## config.mk

```make
export PLATFORM = sky130hd
export DESIGN_NAME = vending_change_dispenser_flat
export DESIGN_NICKNAME = d
export VERILOG_FILES = /design/src/rtl/vending_change_dispenser_if.sv /design/src/rtl/vending_change_dispenser.sv /design/src/flat_wrapper.sv
export SDC_FILE = /design/constraint.sdc
export NUM_CORES = 1
export LEC_CHECK = 0
export ABC_AREA = 1
export CORE_MARGIN = 5
export CORE_UTILIZATION = 46
export CTS_BUF_LIST = sky130_fd_sc_hd__clkbuf_8
export CTS_CLUSTER_SIZE = 10
export DETAILED_ROUTE_END_ITERATION = 8
export PLACE_DENSITY = 0.77
export SLEW_MARGIN = 40
export SYNTH_ARGS = -nofsm -noshare
export SYNTH_HDL_FRONTEND = slang
export SYNTH_SLANG_ARGS = --single-unit
```

## constraint.sdc

```tcl
create_clock -name clock -period 1.5 [get_ports clock]
set_clock_uncertainty 0.05 [all_clocks]
set_input_delay 0.225 -clock clock [delete_from_list [all_inputs] [get_ports clock]]
set_output_delay 0.225 -clock clock [all_outputs]
set_load 0.05 [all_outputs]
```

## src/rtl/vending_change_dispenser_if.sv

```systemverilog
// Change-request channel from the vending FSM: amount offered with valid, taken on valid & ready.
// Zero latency; the master holds valid and amount until ready, and ready is high only while the dispenser is idle.
interface vending_change_dispenser_if #(
  parameter int AMT_W = 8
) ();
  logic             req_valid;
  logic [AMT_W-1:0] req_amount;
  logic             req_ready;

  modport master (
    output req_valid,
    output req_amount,
    input  req_ready
  );

  modport slave (
    input  req_valid,
    input  req_amount,
    output req_ready
  );
endinterface

```

## src/rtl/vending_change_dispenser.sv

```systemverilog
// Change payout sequencer: largest coin first, PULSE_LEN-tick eject pulse, GAP_LEN-tick gap; DISPENSE_COUNT_EN adds big/small coin counters.
// All outputs registered (one clock after the deciding edge); req_ready only in IDLE, requests arriving while busy are simply not taken.
module vending_change_dispenser #(
  parameter int AMT_W     = 8,
  parameter int BIG_VAL   = 5,
  parameter int SMALL_VAL = 1,
  parameter int PULSE_LEN = 3,
  parameter int GAP_LEN   = 2
) (
  input  logic                 clock,
  input  logic                 reset,
  input  logic                 tick,
  vending_change_dispenser_if.slave req,
  input  logic                 big_empty,
  input  logic                 small_empty,
  input  logic                 abort,
  input  logic                 fault_clr,
  output logic                 coin_big,
  output logic                 coin_small,
  output logic                 busy,
  output logic                 done,
  output logic                 fault,
  output logic [AMT_W-1:0]     remaining
`ifdef DISPENSE_COUNT_EN
  ,
  output logic [7:0]           big_count,
  output logic [7:0]           small_count
`endif
);

  localparam int TMAX  = (PULSE_LEN > GAP_LEN) ? PULSE_LEN : GAP_LEN;
  localparam int CNT_W = ($clog2(TMAX) < 1) ? 1 : $clog2(TMAX);

  localparam logic [AMT_W-1:0] BIG_AMT    = AMT_W'(BIG_VAL);
  localparam logic [AMT_W-1:0] SMALL_AMT  = AMT_W'(SMALL_VAL);
  localparam logic [CNT_W-1:0] PULSE_LAST = CNT_W'(PULSE_LEN - 1);
  localparam logic [CNT_W-1:0] GAP_LAST   = CNT_W'(GAP_LEN - 1);

  typedef enum logic [2:0] {
    S_IDLE,
    S_SELECT,
    S_PULSE,
    S_GAP,
    S_DONE,
    S_FAULT
  } state_t;

  state_t           state_q, state_d;
  logic             sel_big_q, sel_big_d;
  logic [CNT_W-1:0] tcnt_q, tcnt_d;
  logic [AMT_W-1:0] remaining_q, remaining_d;
  logic             coin_big_q, coin_big_d;
  logic             coin_small_q, coin_small_d;
  logic             req_ready_q, req_ready_d;
  logic             busy_q, busy_d;
  logic             done_q, done_d;
  logic             fault_q, fault_d;

  logic             accept;
  logic             pulse_end;
  logic             gap_end;
  logic [AMT_W-1:0] coin_val;

  assign accept    = req.req_valid && req_ready_q;
  assign pulse_end = (state_q == S_PULSE) && tick && (tcnt_q == PULSE_LAST);
  assign gap_end   = (state_q == S_GAP) && tick && (tcnt_q == GAP_LAST);
  assign coin_val  = sel_big_q ? BIG_AMT : SMALL_AMT;

  always_comb begin
    state_d     = state_q;
    sel_big_d   = sel_big_q;
    tcnt_d      = tcnt_q;
    remaining_d = remaining_q;

    // Abort drops straight to IDLE; a coin cut mid-pulse is not deducted.
    if (abort && (state_q != S_IDLE)) begin
      state_d = S_IDLE;
      tcnt_d  = '0;
    end else begin
      case (state_q)
        S_IDLE: begin
          if (accept) begin
            remaining_d = req.req_amount;
            state_d     = S_SELECT;
          end
        end
        S_SELECT: begin
          tcnt_d = '0;
          if ((remaining_q >= BIG_AMT) && !big_empty) begin
            sel_big_d = 1'b1;
            state_d   = S_PULSE;
          end else if ((remaining_q >= SMALL_AMT) && !small_empty) begin
            sel_big_d = 1'b0;
            state_d   = S_PULSE;
          end else if (remaining_q < SMALL_AMT) begin
            state_d = S_DONE;
          end else begin
            state_d = S_FAULT;
          end
        end
        S_PULSE: begin
          if (pulse_end) begin
            tcnt_d      = '0;
            remaining_d = remaining_q - coin_val;
            state_d     = S_GAP;
          end else if (tick) begin
            tcnt_d = tcnt_q + 1'b1;
          end
        end
        S_GAP: begin
          if (gap_end) begin
            tcnt_d  = '0;
            state_d = S_SELECT;
          end else if (tick) begin
            tcnt_d = tcnt_q + 1'b1;
          end
        end
        S_DONE: begin
          state_d = S_IDLE;
        end
        S_FAULT: begin
          if (fault_clr) begin
            state_d = S_SELECT;
          end
        end
        default: begin
          state_d = S_IDLE;
        end
      endcase
    end

    // Outputs are decoded from the next state so they register alongside it.
    coin_big_d   = (state_d == S_PULSE) && sel_big_d;
    coin_small_d = (state_d == S_PULSE) && !sel_big_d;
    req_ready_d  = (state_d == S_IDLE);
    busy_d       = (state_d != S_IDLE);
    done_d       = (state_d == S_DONE);
    fault_d      = (state_d == S_FAULT);
  end

`ifdef DISPENSE_COUNT_EN
  logic [7:0] big_count_q, big_count_d;
  logic [7:0] small_count_q, small_count_d;
  logic       coin_complete;

  assign coin_complete = pulse_end && !abort;

  always_comb begin
    big_count_d   = big_count_q;
    small_count_d = small_count_q;
    if (coin_complete && sel_big_q && (big_count_q != 8'hFF)) begin
      big_count_d = big_count_q + 8'd1;
    end
    if (coin_complete && !sel_big_q && (small_count_q != 8'hFF)) begin
      small_count_d = small_count_q + 8'd1;
    end
  end

  assign big_count   = big_count_q;
  assign small_count = small_count_q;
`endif

  always_ff @(posedge clock) begin
    if (reset) begin
      state_q       <= S_IDLE;
      sel_big_q     <= 1'b0;
      tcnt_q        <= '0;
      remaining_q   <= '0;
      coin_big_q    <= 1'b0;
      coin_small_q  <= 1'b0;
      req_ready_q   <= 1'b0;
      busy_q        <= 1'b0;
      done_q        <= 1'b0;
      fault_q       <= 1'b0;
`ifdef DISPENSE_COUNT_EN
      big_count_q   <= '0;
      small_count_q <= '0;
`endif
    end else begin
      state_q       <= state_d;
      sel_big_q     <= sel_big_d;
      tcnt_q        <= tcnt_d;
      remaining_q   <= remaining_d;
      coin_big_q    <= coin_big_d;
      coin_small_q  <= coin_small_d;
      req_ready_q   <= req_ready_d;
      busy_q        <= busy_d;
      done_q        <= done_d;
      fault_q       <= fault_d;
`ifdef DISPENSE_COUNT_EN
      big_count_q   <= big_count_d;
      small_count_q <= small_count_d;
`endif
    end
  end

  assign req.req_ready = req_ready_q;
  assign coin_big      = coin_big_q;
  assign coin_small    = coin_small_q;
  assign busy          = busy_q;
  assign done          = done_q;
  assign fault         = fault_q;
  assign remaining     = remaining_q;

endmodule
```

## src/flat_wrapper.sv

```systemverilog
// flat-port wrapper written by rule: the top's interface ports become plain ports
module vending_change_dispenser_flat 
#(
  parameter int AMT_W     = 8,
  parameter int BIG_VAL   = 5,
  parameter int SMALL_VAL = 1,
  parameter int PULSE_LEN = 3,
  parameter int GAP_LEN   = 2
)
  (clock, reset, tick, big_empty, small_empty, abort, fault_clr, coin_big, coin_small, busy, done, fault, remaining, req_req_valid, req_req_amount, req_req_ready);
  vending_change_dispenser_if #(.AMT_W(AMT_W)) req_i ();
  input  logic clock;
  input  logic reset;
  input  logic tick;
  input  logic big_empty;
  input  logic small_empty;
  input  logic abort;
  input  logic fault_clr;
  output logic coin_big;
  output logic coin_small;
  output logic busy;
  output logic done;
  output logic fault;
  output logic [AMT_W-1:0] remaining;
  input wire logic [$bits(req_i.req_valid)-1:0] req_req_valid;
  input wire logic [$bits(req_i.req_amount)-1:0] req_req_amount;
  output wire logic [$bits(req_i.req_ready)-1:0] req_req_ready;
  assign req_i.req_valid = req_req_valid;
  assign req_i.req_amount = req_req_amount;
  assign req_req_ready = req_i.req_ready;
  vending_change_dispenser #(.AMT_W(AMT_W), .BIG_VAL(BIG_VAL), .SMALL_VAL(SMALL_VAL), .PULSE_LEN(PULSE_LEN), .GAP_LEN(GAP_LEN)) u_core (.clock(clock), .reset(reset), .tick(tick), .req(req_i), .big_empty(big_empty), .small_empty(small_empty), .abort(abort), .fault_clr(fault_clr), .coin_big(coin_big), .coin_small(coin_small), .busy(busy), .done(done), .fault(fault), .remaining(remaining));
endmodule
```

Word level (Yosys, flattened, before mapping):

Cells that the tools add are included.

* register bits: 20
* input bits: 16
* output and inout port bits: 14
* logic and storage cells: 69

* add/sub/neg operators: 2
* magnitude comparators: 3
* equality and inequality tests: 11
* mux-type cells: 21
* bitwise operators: 1
* reduce and logical (&&, ||, !) cells: 21

Operators by type and width (number)
* $mux W3: 8
* $mux W8: 2
* $pmux W8 S2: 1
* $pmux W3 S5: 1
* $logic_and A1 B1 Y1: 10
* $eq A3 B2 Y1 const B: 3
* $eq A3 B3 Y1 const B: 3
* $reduce_bool A3 Y1: 3
* $ge A8 B1 Y1 const B: 1
* $ge A8 B3 Y1 const B: 1
* $lt A8 B1 Y1 const B: 1
* $sub A8 B8 Y8: 1
* $logic_not A3 Y1: 2
* $mux W2: 3
* $pmux W2 S3: 1
* $mux W1: 5
* $ne A2 B1 Y1 const B: 2
* $reduce_and A4 Y1: 1
* $eq A3 B1 Y1 const B: 1
* $logic_not A1 Y1: 3
* $add A2 B1 Y2 const B: 1
* $eq A2 B1 Y1 const B: 1
* $eq A2 B2 Y1 const B: 1
* $reduce_bool A2 Y1: 1
* 2 further kinds: 2

Depth between registers and ports, before layout:

Gate-level depths: netlist (run 1).

* word-level depth: 8
* mapped depth: 13
* gate-level depth less buffers: 13

Worst setup path after synthesis (run 1):

No wires, ideal clock.

* kind: register -> register
* start: register u_core.remaining_q[1] (netlist: u_core.remaining[1])
* end: register u_core.busy_q (netlist: u_core.busy)
* setup time: 110 ps
* arrival: 1723 ps
* data required time: 1340 ps
* setup slack: -383 ps
* stages on the path, launching flop included: 13
* buffers on the path: 0
* clock period less this slack: 1883 ps
* cell sequence: dfxtp_1 -> inv_1 -> ha_1 -> inv_1 -> a21oi_1 -> o21bai_1 -> nand2_1 -> nand2_1 -> nand2_1 -> nand2_1 -> nand3_2 -> nand2_1 -> inv_1

* longest elaborated chain between the ends: 7
* elaborated cells between the ends (all ways): 11
* those cells by class: order compare: 3; mux: 5; reduce/logical: 3

RTL lines
* from (decl): line vending_change_dispenser.sv:51 `logic [AMT_W-1:0] remaining_q, remaining_d;`
* from (signal assigned): line vending_change_dispenser.sv:183 `remaining_q <= remaining_d;`
* $lt A8 B1 Y1 / $ge A8 B1 Y1 (equally long branches): line vending_change_dispenser.sv:95, vending_change_dispenser.sv:92
* $mux W1 / $logic_and A1 B1 Y1 (equally long branches): line vending_change_dispenser.sv:95, vending_change_dispenser.sv:92
* $mux W3: line vending_change_dispenser.sv:92 `end else if ((remaining_q >= SMALL_AMT) && !small_empty) begin`
* $mux W3 (*): line vending_change_dispenser.sv:89 `if ((remaining_q >= BIG_AMT) && !big_empty) begin`
* $pmux W3 S5 (*): line vending_change_dispenser.sv:80 `case (state_q)`
* $mux W3 (*): line vending_change_dispenser.sv:76 `if (abort && (state_q != S_IDLE)) begin`
* $reduce_bool A3 Y1 (*): line vending_change_dispenser.sv:136 `busy_d = (state_d != S_IDLE);`
* to (signal assigned): line vending_change_dispenser.sv:187 `busy_q <= busy_d;`
* to (decl): line vending_change_dispenser.sv:55 `logic busy_q, busy_d;`

Every way passes the cells marked *; elsewhere a longest branch is shown, timed or not.
A chain may end at the register's enable or synchronous reset.

Worst setup path after layout (run 1):

* start: register u_core.sel_big_q
* end: register u_core.remaining_q[5] (netlist: u_core.remaining[5])

* longest elaborated chain between the ends: 4

RTL lines
* from (decl): line vending_change_dispenser.sv:49 `logic sel_big_q, sel_big_d;`
* from (signal assigned): line vending_change_dispenser.sv:181 `sel_big_q <= sel_big_d;`
* $mux W3: line vending_change_dispenser.sv:67 `assign coin_val = sel_big_q ? BIG_AMT : SMALL_AMT;`
* $sub A8 B8 Y8: line vending_change_dispenser.sv:104 `remaining_d = remaining_q - coin_val;`
* $mux W8: line vending_change_dispenser.sv:102 `if (pulse_end) begin`
* $pmux W8 S2: line vending_change_dispenser.sv:80

No other way between the ends. The select of a mux whose other input is x is not followed.

==> results of run 1 <==
==> worst max-delay path, cell delays in order, from the launching register on <==
cell and delay [ps]:
dfxtp_2 360, inv_2 50, ha_4 150, inv_2 70, nand2_2 80, inv_2 80, nand3_1 120, xor2_1 230
o21ai_0 150, o21ai_2 130, inv_1 40
==> power groups by stage <==
| stage | clock network (µW) | registers, µW | logic [µW] |
|---|---|---|---|
| finish | 562 | 719 | 2160 |
| global route | 588 | 727 | 2290 |
| CTS | 558 | 711 | 1830 |
| detailed placement | 0 | 714 | 1660 |
| global placement | 0 | 710 | 1610 |
| floorplan | 0 | 964 | 704 |
==> metal layers <==
| layer | wire length, µm | share of wire | track usage | vias to the layer above |
|---|---|---|---|---|
| met5 | 0 | 0 | 0 | - |
| met4 | 278 | 0.057 | 0.111 | 0 |
| met3 | 294 | 0.061 | 0.0577 | 31 |
| met2 | 2520 | 0.52 | 0.405 | 80 |
| met1 | 1750 | 0.36 | 0.239 | 728 |
| li1 | - | - | - | 697 |
==> state kept, by name, summed over array words and instances, names as in the netlist <==
signal                cells
u_core.tcnt_q             2
u_core.sel_big_q          1
u_core.state_q            3
u_core.done               1
u_core.busy               1
u_core.fault              1
u_core.req.req_ready      1
u_core.coin_big           1
u_core.coin_small         1
u_core.remaining          8
==> cell families (layout without fill, tap and decap cells) <==
kind of cell | Yosys count | count (layout) | synth area share
buffers and inverters | 36 | 97 | 0.122
AND/OR/NAND/NOR | 82 | 82 | 0.319
adder cells (fa/ha/maj) | 5 | 5 | 0.0499
AO/OA/AOI/OAI | 34 | 34 | 0.162
flip-flops | 20 | 20 | 0.319
XOR/XNOR | 4 | 4 | 0.0279
==> what timing repair did <==
action                     in CTS  in global routing
setup buffers                   5                  2
pin swaps                       9                 13
gates resized for setup        22                 42
setup endpoints to repair      16                 17
==> worst paths after layout <==
path / from / slack, ps / to / cells past startpoint
max: u_core.sel_big_q / -130 / u_core.remaining[5] / 10
min: u_core.remaining[0] / 480 / u_core.remaining[0] / 2
max reg2reg: u_core.sel_big_q / -130 / u_core.remaining[5] / 10
min reg2reg: u_core.remaining[0] / 480 / u_core.remaining[0] / 2
==> layout make-up <==
type / instances / area, µm²
Clock buffer: 3 / 41.3
Clock inverter: 1 / 30.0
Fill cell: 136 / 442
Inverter: 33 / 139
Multi-Input combinational cell: 125 / 900
Sequential cell: 20 / 427
Tap cell: 31 / 38.8
Timing Repair Buffer: 60 / 669
==> layout by cell type, fill, tap and decap left out, types with 5 or more instances in the layout <==
cell type | netlist | routed
buf_4 | 0 | 27
inv_2 | 2 | 8
o21ai_0 | 6 | 5
a21oi_1 | 13 | 8
dfxtp_2 | 0 | 9
nor2_1 | 18 | 12
nand2_2 | 3 | 8
clkdlybuf4s50_1 | 0 | 15
nand2_1 | 38 | 30
buf_6 | 2 | 5
nand3_2 | 3 | 6
inv_1 | 30 | 20
o21ai_2 | 0 | 7
buf_12 | 0 | 13
dfxtp_1 | 20 | 7
nand3_1 | 10 | 7
==> metrics by stage <==
stage               worst slack (ps)  TNS [ps]  hold WS (ps)
CTS                            -31.8     -53.0           477
detailed placement              -189     -1160           461
finish                          -128      -574           476
global route                    -217     -2050           496
global placement               -69.9      -318           428
floorplan                      -51.9     -89.5           334
==> run metrics, run 1 <==
status=finished with violations; failing checks=negative setup slack; Total GRT Usage=0.225; I/O pin total=30; Placed Area=about 0.0019 mm²; Leakage=0.00102 µW; upper clock frequency limit=0.614 GHz; # hold bufs at CTS=0; vias in the first global route=1534; number of flops mapped to enable cells by yosys=0; max_cap viols=0; post-synth top area share=0.319; Max clock buf depth=2; P_int=1960 µW; Die H=approximately 62 µm; global-route wire length before repair=7040 µm; RSZ-0062 raised after global routing=true; Routed wire per std cell=about 18 µm; max_slew headroom=0.752; cts bufs inserted=3; Logic pwr share=0.628; Placed Cells=~260; routed wire length=approximately 4800 µm; H-tree levels=1; detailed placer's ending HPWL=approximately 2700 µm; leading area contributor after synthesis=dfxtp_1; P&R area growth vs syn=79.0%; gpl congestion=0.871; power per cell area=around 1500 mW/mm²; port bufs=29; Tot Pwr=roughly 3400 µW; ys flop type=dfxtp_1; final core area utilization=0.836; post-route setup slack=-128 ps; gr ovfl total=0; Initial DRC Count=84; TritonCTS sink count=20; clk root buf=clkbuf_8; CP Data Required Time=~1600 ps; count of pins over their slew limit=0; post-route non-filler standard cell count=approximately 270; maximum vdd drop=between 1 and 1.5 mV; Reg clk slew, reported paths=around 80 ps; Worst Path Arrival=roughly 1700 ps; final hold viol count=0; clock power share=0.163; Layout Nets=between 200 and 300; Synthesis Warnings=0; Die Width=62.2 µm; routed vias/inst=roughly 5.6; post-route ant nets=0; drt drc=0; largest net degree at the start of global routing=13; clk_lat worst skew=between 200 and 300 ps; count leader, synth=nand2_1; TritonCTS clock tree=yes; fin area=about 0.0022 mm²; startpoint class of the critical path=flip-flop; Setup Viol. Count Final=12; Reg power frac=0.209; post-synthesis sequential area ratio=0.319; Initial Util=0.467; DIE AREA=~0.0039 mm²; Crit Path Class=flip-flop to flip-flop; period utilisation layout=1.09; Sw Share=0.431; Synthesized Nets=202; # rows=19; top cells by area, synth=dfxtp_1 32%, nand2_1 11%, inv_1 9.0%, nor2_1 5.4%, a21oi_1 5.2%; Antenna diodes=0; core area=0.00269 mm²; Worst Tran Pin Value=roughly 370 ps; Synth cell types=27; Hold Path Class=flip-flop to flip-flop; Initial DRT Pass Iterations=5; Crit Path Max Fanout=3; Mapped Area=~0.0013 mm²; layout cells sized above 1=0.508; synth cell count leaders=38 x nand2_1, 30 x inv_1, 20 x dfxtp_1, 18 x nor2_1, 13 x a21oi_1; Worst Setup End Kind=flip-flop; Vias=between 1500 and 2000; Post-Syn Area per Cell=between 6 and 7 µm²; #FFs+latches synth=20; Switching Power=between 1000 and 1500 µW; asr flop ratio synth=0; Synth Instances=between 150 and 200; crit path time final=1630 ps; initial antenna violation count=0
Note: power is estimated with default switching activity, not from simulation.
==> run 2, diff against run 1 <==
CORE_ASPECT_RATIO = 0.6   (was not set)
clock period = 1.47 ns   (was 1.5 ns; I/O delays follow)
==> run 2 against run 1 <==
Net effect: the run still ends with negative setup slack left; via count grew 6.6%; critical endpoint is now u_core.busy; largest power group unchanged; fmax decreased by 3.1%; die area up 0.89%; final cell count up 1.8%.
==> run metrics, run 2 (synthesis gave the netlist of run 1 again) <==
detailed placer's ending HPWL=3010 µm (+12%); # hold bufs at CTS=0 (unchanged); setup TNS=-2220 ps (-1650 ps); cts bufs inserted=3 (unchanged); fill count=107 (-21%); TritonCTS sink count=20 (unchanged); most common cell after layout, fill and taps aside=buf_4; Setup Viol. Count Final=18 (+6); power per cell area=1610 mW/mm² (+4.9%); Crit Path Max Fanout=3 (unchanged); Max stage delay on crit path=380 ps (+20 ps); P&R area growth vs syn=83.3%; Largest register FFs=8 (unchanged); CP Buf/Inv Count=3 (-1); Initial Util=0.490 (+0.0235); Die H=50.4 µm (-19%); Layout Nets=268 (+1.5%); Die Width=77.4 µm (+24%); Vias=1638 (+6.6%); commonest non-fill, non-tap cells in the layout=31 x buf_4, 29 x nand2_1, 19 x inv_1; worst min-delay path startpoint=u_core.tcnt_q[1]; post-route setup slack=-211 ps (-82.5 ps); gr ovfl total=0 (unchanged); post-route ant nets=0 (unchanged); Max clock buf depth=2 (unchanged); routed vias/inst=5.89 (+4.7%); startpoint class of the critical path=flip-flop; vias in the first global route=1456 (-5.1%); Worst Tran Pin Value=401 ps (+29.2 ps); clk_lat worst skew=270 ps (about the same); Hold Path Class=flip-flop to flip-flop; CP dominant cell by count=nand2_2; Initial DRT Pass Iterations=6 (+1); Crit Path Class=flip-flop to flip-flop; max_cap viols=0 (unchanged); R2R Setup Slk=-210 ps (-80 ps); Worst Setup End Kind=flip-flop; upper clock frequency limit=0.595 GHz (-3.1%); TritonCTS clock tree=yes; r2r startpoint=u_core.remaining[0]; clk root buf=clkbuf_8; count of pins over their slew limit=0 (unchanged); routed wire length=5490 µm (+13%); Top delay family on crit path=simple AND/OR/NAND/NOR gates; # rows=14 (-5); RSZ-0062 raised after global routing=true; I/O pin total=30 (unchanged); layout cells sized above 1=0.520 (+0.0121); Initial DRC Count=249 (+200%); Leakage=0.00103 µW (+1.8%); max_slew headroom=0.730 (-0.0223); Critical Path Start=u_core.remaining[0]; largest net degree at the start of global routing=14 (+1); core area=0.00256 mm² (-4.8%); initial antenna violation count=0 (unchanged); crit path time final=1680 ps (+52.5 ps); final hold viol count=0 (unchanged); Tot Pwr=3700 µW (+7.4%); Total GRT Usage=0.215 (-0.0103); CP Data Required Time=1590 ps (-30 ps); drt drc=0 (unchanged); failing checks=negative setup slack; slowest CP cell=dfxtp_4; global-route wire length before repair=6780 µm (-3.7%); Antenna diodes=0 (unchanged); DIE AREA=0.00390 mm² (+0.89%); status=finished with violations; H-tree levels=1 (unchanged); Routed wire per std cell=19.7 µm (+11%); period utilisation layout=1.14 (+0.0579); gpl congestion=0.874 (+0.45%); worst path cell trace=inv_4 -> ha_4 -> inv_4 -> nor2_4 -> nand3_2 -> nand2_2 -> nand2_1 -> nand2_1 -> nand2_2 -> nand2_2 -> nand3_4 -> nand2_2 -> inv_2; maximum vdd drop=1.08 mV (-19%); port bufs=29 (unchanged); Reg clk slew, reported paths=90 ps (about the same); Worst Path Arrival=1800 ps (+60 ps); DP Worst Slack=-168 ps (+21.5 ps)
## run 2: cell count changes in the layout (fill, tap and decap cells not counted), moves of 3 or more
cell / previous run / this run
a21oi_1: 8 / 11
buf_12: 13 / 16
buf_4: 27 / 31
buf_6: 5 / 2
nor2_1: 12 / 7
nor2_2: 4 / 11
o21ai_1: 4 / 9
o21ai_2: 7 / 2
## run 2: final cells by class
type	count	area (µm²)	share of cell area
inverter	33	136	0.0593
clock inverter	1	30.0	0.0131
multi-input combinational	125	898	0.391
timing repair buffer	64	726	0.316
sequential	20	427	0.186
tap	32	40.0	0.0174
clock buffer	3	41.3	0.0180
## run 2: where the power goes
group	leakage, µW	switching [µW]	internal (µW)
combinational	0.000829	1310	1060
sequential	0.000170	107	645
clock	0.0000357	215	364
## run 2: final timing paths
check,cells past startpoint,endpoint
worst max-delay path,13,u_core.busy
worst min-delay path,2,u_core.tcnt_q[1]
worst max register to register,13,u_core.busy
worst min register to register,2,u_core.tcnt_q[1]
## run 2: metal layers
metal / up-vias / GRT usage / share of wire
li1: 703 / - / -
met1: 744 / 0.271 / 0.37
met2: 141 / 0.373 / 0.47
met3: 50 / 0.0518 / 0.10
met4: 0 / 0.0514 / 0.059
met5: - / 0 / 0
## run 2: per-stage QoR
step                      instance area [µm²]  utilization  std cells  hold WS [ps]
after floorplan                          1300            -        181           330
after global placement                   2000        0.781        269           428
after detailed placement                 2000        0.781        269           449
after CTS                                2140        0.836        275           465
after global routing                     2300        0.899        278           509
final                                    2300        0.899        278           470
## run 2: repair_timing
action                     CTS  global route
setup buffers                3             3
setup endpoints to repair   18            18
pin swaps                   12            22
gates resized for setup     21            41
## run 2: worst min-delay path, stage by stage (launching register included)
cell and delay (ps):
dfxtp_1 340, o21ai_0 80, a21oi_1 70
==> run 3, diff against run 2 <==
PLACE_DENSITY = 0.74   (was 0.77)
==> run 3 against run 2 <==
Net effect: largest cell class unchanged; register-to-register slack better by 20 ps; the flow still finishes with violations (negative setup slack); first-iteration DRC count is 41% lower; critical path type unchanged; die area is the same; clock-buffer cell count unchanged; cell area is 1.9% lower; total power fell by 3.9%; critical endpoint unchanged; non-clock buffer count unchanged; final cell count did not move; sequential cell count is the same; combinational power down 6%; fmax grew 0.92%; highest routed layer unchanged; core utilization fell by 1.7 points.
==> run metrics, run 3 (synthesis gave the netlist of run 1 again) <==
vias in the first global route=1557 (+6.9%); post-route setup slack=-196 ps (+15.3 ps); failing checks=negative setup slack; Worst Setup End Kind=flip-flop; P&R area growth vs syn=79.8%; period utilisation layout=1.13 (-0.0104); Worst Path Arrival=1790 ps (about the same); drt drc=0 (unchanged); upper clock frequency limit=0.600 GHz (+0.92%); Fin Hold WS=491 ps (+21.3 ps); Routed wire per std cell=18.5 µm (-6.0%); Total GRT Usage=0.238 (+0.0228); fill count=109 (+1.9%); power per cell area=1580 mW/mm² (-2.0%); crit path time final=1670 ps (-15.3 ps); most common cell after layout, fill and taps aside=nand2_1; Largest register FFs=8 (unchanged); # rows=14 (unchanged); maximum vdd drop=1.23 mV (+14%); Layout Nets=268 (unchanged); Hold Path Class=flip-flop to flip-flop; r2r startpoint=u_core.remaining[0]; R2R Setup Slk=-200 ps (+20 ps); slowest CP cell=dfxtp_4; I/O pin total=30 (unchanged); routed wire length=5160 µm (-6.0%); Reg clk slew, reported paths=80 ps (about the same); setup TNS=-1550 ps (+673 ps); gr ovfl total=0 (unchanged); DP Worst Slack=-221 ps (-53.0 ps); Leakage=0.00103 µW (-0.75%); gpl congestion=0.859 (-1.7%); routed vias/inst=5.63 (-4.5%); Max clock buf depth=2 (unchanged); Placed Cells=267 (-0.74%); global-route wire length before repair=7370 µm (+8.8%); Worst Tran Pin Value=317 ps (-83.9 ps); Vias=1564 (-4.5%); max_slew headroom=0.788 (+0.0588); TritonCTS sink count=20 (unchanged); core area=0.00256 mm² (unchanged); clk_lat worst skew=270 ps (about the same); Max stage delay on crit path=380 ps (about the same); Die H=50.4 µm (unchanged); clk root buf=clkbuf_8; # hold bufs at CTS=0 (unchanged); post-route non-filler standard cell count=278 (unchanged); Die Width=77.4 µm (unchanged); max_cap viols=0 (unchanged); H-tree levels=1 (unchanged); Antenna diodes=0 (unchanged); status=finished with violations; Reg2Reg Depth=13 (unchanged); RSZ-0062 raised after global routing=true; Initial Util=0.490 (unchanged); Initial DRT Pass Iterations=4 (-2); Reg2Reg Capture Point=u_core.busy; GR peak layer=met2; layout cells sized above 1=0.472 (-0.0488); detailed placer's ending HPWL=2880 µm (-4.3%); startpoint class of the critical path=flip-flop; global-route track usage on met3=0.0643 (+0.0125); count of pins over their slew limit=0 (unchanged); initial antenna violation count=0 (unchanged); post-route ant nets=0 (unchanged); DIE AREA=0.00390 mm² (unchanged); Crit Path Max Fanout=4 (+1); Tot Pwr=3550 µW (-3.9%); worst min-delay path startpoint=u_core.remaining[0]; final hold viol count=0 (unchanged); M2 GR Usage=0.404 (+0.0307); cts bufs inserted=3 (unchanged); TritonCTS clock tree=yes; largest net degree at the start of global routing=14 (unchanged); Initial DRC Count=147 (-41%); WHS Path Cells=2 (unchanged); met1 Resource Use GR=0.278 (+0.00674); commonest non-fill, non-tap cells in the layout=31 x nand2_1, 30 x buf_4, 23 x inv_1; port bufs=29 (unchanged); Crit Path Class=flip-flop to flip-flop; CP Data Required Time=1590 ps (about the same); WHS Endpoint=u_core.remaining[0]; Setup Viol. Count Final=15 (-3); worst path cell trace=inv_4 -> ha_4 -> inv_4 -> nor2_4 -> nand3_2 -> nand2_2 -> nand2_1 -> nand2_1 -> nand2_2 -> nand2_2 -> nand3_2 -> nand2_1 -> inv_1
[run 3: layout make-up]
class	count	area, µm²	share of cell area
multi-input combinational	125	861	0.382
timing repair buffer	64	721	0.320
sequential	20	428	0.190
inverter	33	134	0.0594
clock buffer	3	41.3	0.0183
tap	32	40.0	0.0178
clock inverter	1	30.0	0.0133
[run 3: per-layer routing]
| layer | routed length (µm) | vias to the layer above |
|---|---|---|
| met2 | 2380 | 114 |
| met3 | 440 | 34 |
| met1 | 2080 | 718 |
| met4 | 252 | 0 |
| met5 | 0 | - |
| li1 | - | 698 |
[run 3: power breakdown]
group / switching (µW) / leakage (µW) / total (µW) / internal, µW
Sequential: 107 / 0.000170 / 750 / 643
Combinational: 1230 / 0.000822 / 2230 / 996
Clock: 212 / 0.0000357 / 576 / 364
Total: 1550 / 0.00103 / 3550 / 2000
[run 3: worst max path at each step]
stage | from | endpoint | slack (ps)
after floorplan | u_core.remaining[1] | u_core.busy | -80
after global placement | tick | u_core.remaining[3] | -120
after detailed placement | tick | u_core.remaining[3] | -220
after CTS | u_core.remaining[1] | u_core.busy | -90
after global routing | u_core.remaining[0] | u_core.req.req_ready | -230
final | u_core.remaining[0] | u_core.busy | -200
[run 3: critical path, delay by kind of cell (launching register included)]
kind | cells | cell delay (ps)
adder cells (fa/ha/maj) | 1 | 170
AND/OR/NAND/NOR | 9 | 800
buffers and inverters | 3 | 170
flip-flops | 1 | 380
[run 3: repair_timing]
item                                   in CTS  in global routing
setup buffers                               5                  2
pin swaps                                  12                 13
resized for setup                          25                 26
endpoints found under the hold margin       0                  0
gates cloned                                0                  0
setup endpoints to repair                  18                 20
[run 3: stage by stage]
stage / util / cell area [µm²]
3_3_place_gp: 0.770 / 1970
4_1_cts: 0.842 / 2150
2_1_floorplan: - / 1300
5_1_grt: 0.882 / 2250
3_5_place_dp: 0.770 / 1970
6_report: 0.882 / 2250
